`src/rtl/frequency_meter.sv`:
```
// Gated frequency meter: counts synchronized rising edges of sig_in over GATE_CYCLES clocks.
// Define FREQ_METER_OVERFLOW_EN to saturate the edge counter and expose the overflow flag.
module frequency_meter #(
   parameter int GATE_CYCLES = 12000000,
   parameter int COUNT_WIDTH = 24
) (
   input  logic                   clk,
   input  logic                   reset,
   input  logic                   sig_in,
   input  logic                   start,
   output logic                   busy,
   output logic                   done_tick,
   output logic [COUNT_WIDTH-1:0] freq
`ifdef FREQ_METER_OVERFLOW_EN
   ,
   output logic                   overflow
`endif
);

   localparam int GW = $clog2(GATE_CYCLES);

   typedef enum logic {IDLE = 1'b0, GATE = 1'b1} state_t;

   state_t                 state, state_next;
   logic                   sync1, sync2, sync3, edge_pulse;
   logic [GW-1:0]          gate_cnt;
   logic [COUNT_WIDTH-1:0] edge_cnt, edge_next;
   logic                   last;

   // Two-flop synchronizer followed by a registered rising-edge detector.
   always_ff @(posedge clk) begin
      if (reset) begin
         sync1      <= 1'b0;
         sync2      <= 1'b0;
         sync3      <= 1'b0;
         edge_pulse <= 1'b0;
      end else begin
         sync1      <= sig_in;
         sync2      <= sync1;
         sync3      <= sync2;
         edge_pulse <= sync2 & ~sync3;
      end
   end

   always_ff @(posedge clk) begin
      if (reset) state <= IDLE;
      else       state <= state_next;
   end

   always_comb begin
      state_next = state;
      case (state)
         IDLE:    if (start) state_next = GATE;
         GATE:    if (last)  state_next = IDLE;
         default: state_next = IDLE;
      endcase
   end

   always_comb begin
      busy = (state == GATE);
   end

   assign last = (state == GATE) && (gate_cnt == GW'(GATE_CYCLES - 1));

`ifdef FREQ_METER_OVERFLOW_EN
   logic sat, sat_next, edge_full;

   assign edge_full = &edge_cnt;
   assign edge_next = edge_full ? edge_cnt : edge_cnt + COUNT_WIDTH'(edge_pulse);
   assign sat_next  = sat | (edge_full & edge_pulse);

   always_ff @(posedge clk) begin
      if (reset) begin
         sat      <= 1'b0;
         overflow <= 1'b0;
      end else if (state == IDLE) begin
         if (start) sat <= 1'b0;
      end else begin
         sat <= sat_next;
         if (last) overflow <= sat_next;
      end
   end
`else
   assign edge_next = edge_cnt + COUNT_WIDTH'(edge_pulse);
`endif

   // The final gate cycle's edge pulse is folded straight into the latched result.
   always_ff @(posedge clk) begin
      if (reset) begin
         gate_cnt  <= '0;
         edge_cnt  <= '0;
         freq      <= '0;
         done_tick <= 1'b0;
      end else begin
         done_tick <= 1'b0;
         if (state == IDLE) begin
            if (start) begin
               gate_cnt <= '0;
               edge_cnt <= '0;
            end
         end else begin
            gate_cnt <= gate_cnt + 1'b1;
            edge_cnt <= edge_next;
            if (last) begin
               freq      <= edge_next;
               done_tick <= 1'b1;
            end
         end
      end
   end

endmodule

```
`config.mk`:
```
export PLATFORM = sky130hd
export DESIGN_NAME = frequency_meter
export DESIGN_NICKNAME = d
export VERILOG_FILES = /design/src/rtl/frequency_meter.sv
export SDC_FILE = /design/constraint.sdc
export NUM_CORES = 1
export LEC_CHECK = 0
export BUFFER_PORTS_ARGS = -buffer_cell sky130_fd_sc_hd__buf_2
export CAP_MARGIN = 15
export CORE_MARGIN = 2
export CORE_UTILIZATION = 35
export CTS_CLUSTER_SIZE = 8
export DETAILED_ROUTE_END_ITERATION = 12
export SYNTH_ARGS = -nofsm -noshare
export SYNTH_HDL_FRONTEND = slang
export SYNTH_SLANG_ARGS = --single-unit
```
`constraint.sdc`:
```
create_clock -name clk -period 2.4 [get_ports clk]
set_clock_uncertainty 0.05 [all_clocks]
set_input_delay 0.24 -clock clk [delete_from_list [all_inputs] [get_ports clk]]
set_output_delay 0.24 -clock clk [all_outputs]
set_load 0.02 [all_outputs]
```
* After elaboration in Yosys (flattened, before gate mapping)
Cells that the tools add are included.
** Operators by class
- Equality and inequality tests :: 1
- Mux-type cells :: 7
- Bitwise operators :: 3
- Add/subtract/negate cells :: 2
- Reduce and logical (&&, ||, !) cells :: 4
** Operators by type and width (count)
- 2-to-1 mux 24 bit :: 3
- adder 24 x 1 -> 24 bit :: 1
- adder 24 x 1 -> 24 bit (second input constant) :: 1
- == test 24 bit (second input constant) :: 1
- 2-to-1 mux 1 bit :: 3
- NOT 1 bit :: 2
- one-hot mux 1 bit (2 select lines) :: 1
- AND reduction 2 bit :: 1
- nonzero test 2 bit :: 1
- OR reduction 2 bit :: 1
- bitwise AND 1 bit :: 1
- logical AND 1 bit :: 1
** Storage, ports and cells
- Output and inout port bits :: 26
- Word-level logic and storage cells :: 26
- Input bits :: 4
- Bits in registers :: 78

* Longest topological paths before layout
- Depth after elaboration :: 4
- Depth in mapped cells :: 8
- Mapped depth without buffers :: 6

* Least setup slack after synthesis
No wires, ideal clock.
- Path type :: reg-to-reg
- Start point :: register edge_cnt[12]
- End point :: register freq[21]
- Arrival time :: 1.640 ns
- Slack :: 0.624 ns
- Setup time :: 0.086 ns
- Period minus slack after synthesis :: 1.776 ns
- Path buffers :: 0
- Required time :: 2.264 ns
- Stages on the path, launching flop included :: 6
- Path through :: dfxtp_1 -> nand4_4 -> nand2b_4 -> or4_4 -> xnor2_1 -> a211oi_1
** On the way
- Word-level cells in the longest chain between the ends :: 1
** RTL lines
- start: declaration :: line 27 : logic [COUNT_WIDTH-1:0] edge_cnt, edge_next;
- start signal: assignment :: line 103 : edge_cnt <= edge_next;
- adder 24 x 1 -> 24 bit :: line 84 : assign edge_next = edge_cnt + COUNT_WIDTH'(edge_pulse);
- end signal: assignment :: line 105 : freq <= edge_next;
- end: declaration :: line 13 : output logic [COUNT_WIDTH-1:0] freq
No other way between the ends.
A chain may end at the register's enable or synchronous reset.

* Final worst setup path
- Start point :: register edge_cnt[0]
- End point :: register edge_cnt[16]
** On the way
- Word-level cells in the longest chain between the ends :: 2
** RTL lines
- adder 24 x 1 -> 24 bit :: line 84
- 2-to-1 mux 24 bit :: line 96 : if (state == IDLE) begin
No other way between the ends.

==> results.sh <==
export IMPL_syn_num_nets=448
export IMPL_hold_violations=0
export IMPL_htreeDepth=3
export IMPL_die_area_um2=11800
export IMPL_setup_ws_ns=0.322
export IMPL_cts_sinks=78
export IMPL_row_count=38
export IMPL_synth_top_family_by_area="simple AND/OR/NAND/NOR gates"
export IMPL_grt_pass1_vias=2985
export IMPL_cts_resized=0
export IMPL_min_from="sig_in"
export IMPL_final_core_util_pct=40.4
export IMPL_clk_latency_ns=0.36
export IMPL_die_w_um=109
export IMPL_synth_area_mux_share_pct=4.41
export IMPL_r2r_start="edge_cnt[0]"
export IMPL_yosys_area_share_adder_pct=0.980
export IMPL_via_per_inst=5.30
export IMPL_die_h_um=109
export IMPL_cts_clk_slew_worst_paths_ns=0.08
export IMPL_final_area_um2=4340
export IMPL_port_buffers=29
export IMPL_cts_tree="done"
export IMPL_synth_simple_area_share_pct=29.7
export IMPL_fin_cells=604
export IMPL_rsz0062_at_grt="no"
export IMPL_core_area_um2=10700
export IMPL_yosys_most_used_dff="dfxtp_1"
export IMPL_power_mw=2.59
export IMPL_reg2reg_depth=6
export IMPL_pre_cts_ws_ns=0.330
export IMPL_via_count=3203
export IMPL_path_class="register to register"
export IMPL_wirelength_mm=8.45
export IMPL_drive_gt1_share_pct=16.6
export IMPL_slew_violations=0
export IMPL_ys_warn_count=0
export IMPL_synth_top_area_share_pct=40.8
export IMPL_min_period_over_period_pct=86.6
export IMPL_min_to="sync1"
export IMPL_wl_per_cell_um=14.0
export IMPL_hold_buffers=0
export IMPL_initial_core_util_pct=35.6
export IMPL_antenna_left=0
export IMPL_cp_end_kind="register"
export IMPL_grt_usage_pct=15.5
export IMPL_hold_depth=2
export IMPL_finalNetCount=466
export IMPL_globalRouteOverflowTotal=0
export IMPL_place_congestion=0.879
export IMPL_worstMarginPinSlew_ns=0.632
export IMPL_worstReg2RegEnd="edge_cnt[16]"
export IMPL_p_per_area_nw_per_um2=596
export IMPL_synth_seq_cells=78
export IMPL_dpl_cell_area_um2=4100
export IMPL_fin_setup_tns_ns=0
export IMPL_drc=0
export IMPL_ys_seq_area_share_pct=40.8
export IMPL_max_vdd_ir_drop_uv=228
export IMPL_ys_types=48
export IMPL_post_route_min_period_ns=2.08
export IMPL_synth_compound_area_share_pct=13.5
export IMPL_rrSetupSlack_ns=0.32
export IMPL_synth_common_cells="78 x dfxtp_1, 54 x nor2_1, 34 x nand3_1"
export IMPL_setup_viol=0
export IMPL_synth_area_leaders="dfxtp_1 41%, nor2_1 5.3%, nand3_1 4.4%"
export IMPL_antenna_found_initial=0
export IMPL_total_leakage_power_nw=1.49
export IMPL_hold_path_class="primary input to register"
export IMPL_syn_area_um2=3830
export IMPL_io_pins=30
export IMPL_n_antenna_cell=0
export IMPL_yosysTopAreaCell="dfxtp_1"
export IMPL_cts_made_buffers=9
export IMPL_yosysMostFrequentCell="dfxtp_1"
export IMPL_syn_instance_count=441
export IMPL_dp_cells=588
export IMPL_syn2layout_area_growth_pct=13.3
export IMPL_fillers=1102
export IMPL_required_ns=2.59
export IMPL_cts_root_buffer_cell="clkbuf_8"
export IMPL_cp_arrival_ns=2.27
export IMPL_drtPass1Iterations=4
export IMPL_grt_pass1_wl_mm=14.4
export IMPL_cp_start_kind="register"
export IMPL_path_max_fanout=8
export IMPL_dp_hpwl_mm=5.96
export IMPL_clk_path_buf_depth=2
export IMPL_max_cap_violations=0
export IMPL_slew_headroom_pct=57.8
export IMPL_synth_xor_area_share_pct=6.40
export IMPL_whs_ns=0.0707
export IMPL_synth_edf_count=0
export IMPL_fmax_mhz=481
export IMPL_synth_area_per_cell_um2=8.68
export IMPL_status="complete, no violations"
export IMPL_drtIter0Drc=159
export IMPL_grt_max_degree=42
export IMPL_async_flop_share_pct=0
export IMPL_post_cts_buffers=0
[power by group]
part / internal, mW / switching, mW
sequential: 1.30 / 0.00664
combinational: 0.0299 / 0.0646
clock: 0.695 / 0.493
[state kept, by name (all words and copies together) (netlist names)]
register    flops
busy            1
done_tick       1
freq           24
sync2           1
edge_pulse      1
edge_cnt       24
sync1           1
sync3           1
gate_cnt       24
[cells by family (layout without fill, tap and decap cells)]
family	after synthesis	in the layout
flops	78	78
fa+ha+maj	3	3
simple gates	200	200
mux	16	16
compound gates	78	78
xor+xnor	28	28
buf+inv	38	61
[layout by cell type (no fill, tap or decap), types with 8 or more instances in the layout]
cell / instances
xnor2_1: 17
a211oi_1: 12
nand4_1: 14
a21oi_1: 17
a31oi_1: 14
nor2b_1: 9
nand3_1: 34
nor2_1: 54
mux2i_1: 9
inv_1: 8
dfxtp_1: 78
o31ai_1: 12
clkbuf_8: 9
xor2_1: 11
o21ai_0: 11
buf_2: 29
nand2_1: 32
[worst max-delay path: stages (launching register included)]
cell     delay (ns)
dfxtp_1        0.36
ha_1           0.36
nand3_1        0.29
nor4_4         0.50
a31oi_1        0.15
o21ai_0        0.16
o31ai_1        0.09
[layout make-up]
type / count / area [um^2] / share of cell area (%)
Sequential cell: 78 / 1560 / 36.0
Timing Repair Buffer: 37 / 230 / 5.30
Tap cell: 140 / 175 / 4.04
Multi-Input combinational cell: 325 / 2110 / 48.5
Inverter: 8 / 30.0 / 0.692
Clock buffer: 11 / 131 / 3.03
Clock inverter: 5 / 106 / 2.45
[metal layers]
metal	share of wire, %	global-route usage [%]	vias up
met3	3.6	2.71	16
met2	45	23.4	61
met1	49	20.8	1501
met5	0	0	-
met4	2.3	8.61	0
li1	-	-	1625
[worst max-delay path by stage]
stage / cells after the start / start / to / slack, ns
3_5_place_dp: 5 / edge_cnt[0] / freq[16] / 0.33
2_1_floorplan: 5 / edge_cnt[12] / freq[21] / 0.62
6_report: 6 / edge_cnt[0] / edge_cnt[16] / 0.32
3_3_place_gp: 5 / edge_cnt[10] / freq[21] / 0.43
4_1_cts: 5 / edge_cnt[0] / edge_cnt[13] / 0.33
5_1_grt: 5 / edge_cnt[9] / freq[15] / 0.17
Note: power is estimated with default switching activity, not from simulation.
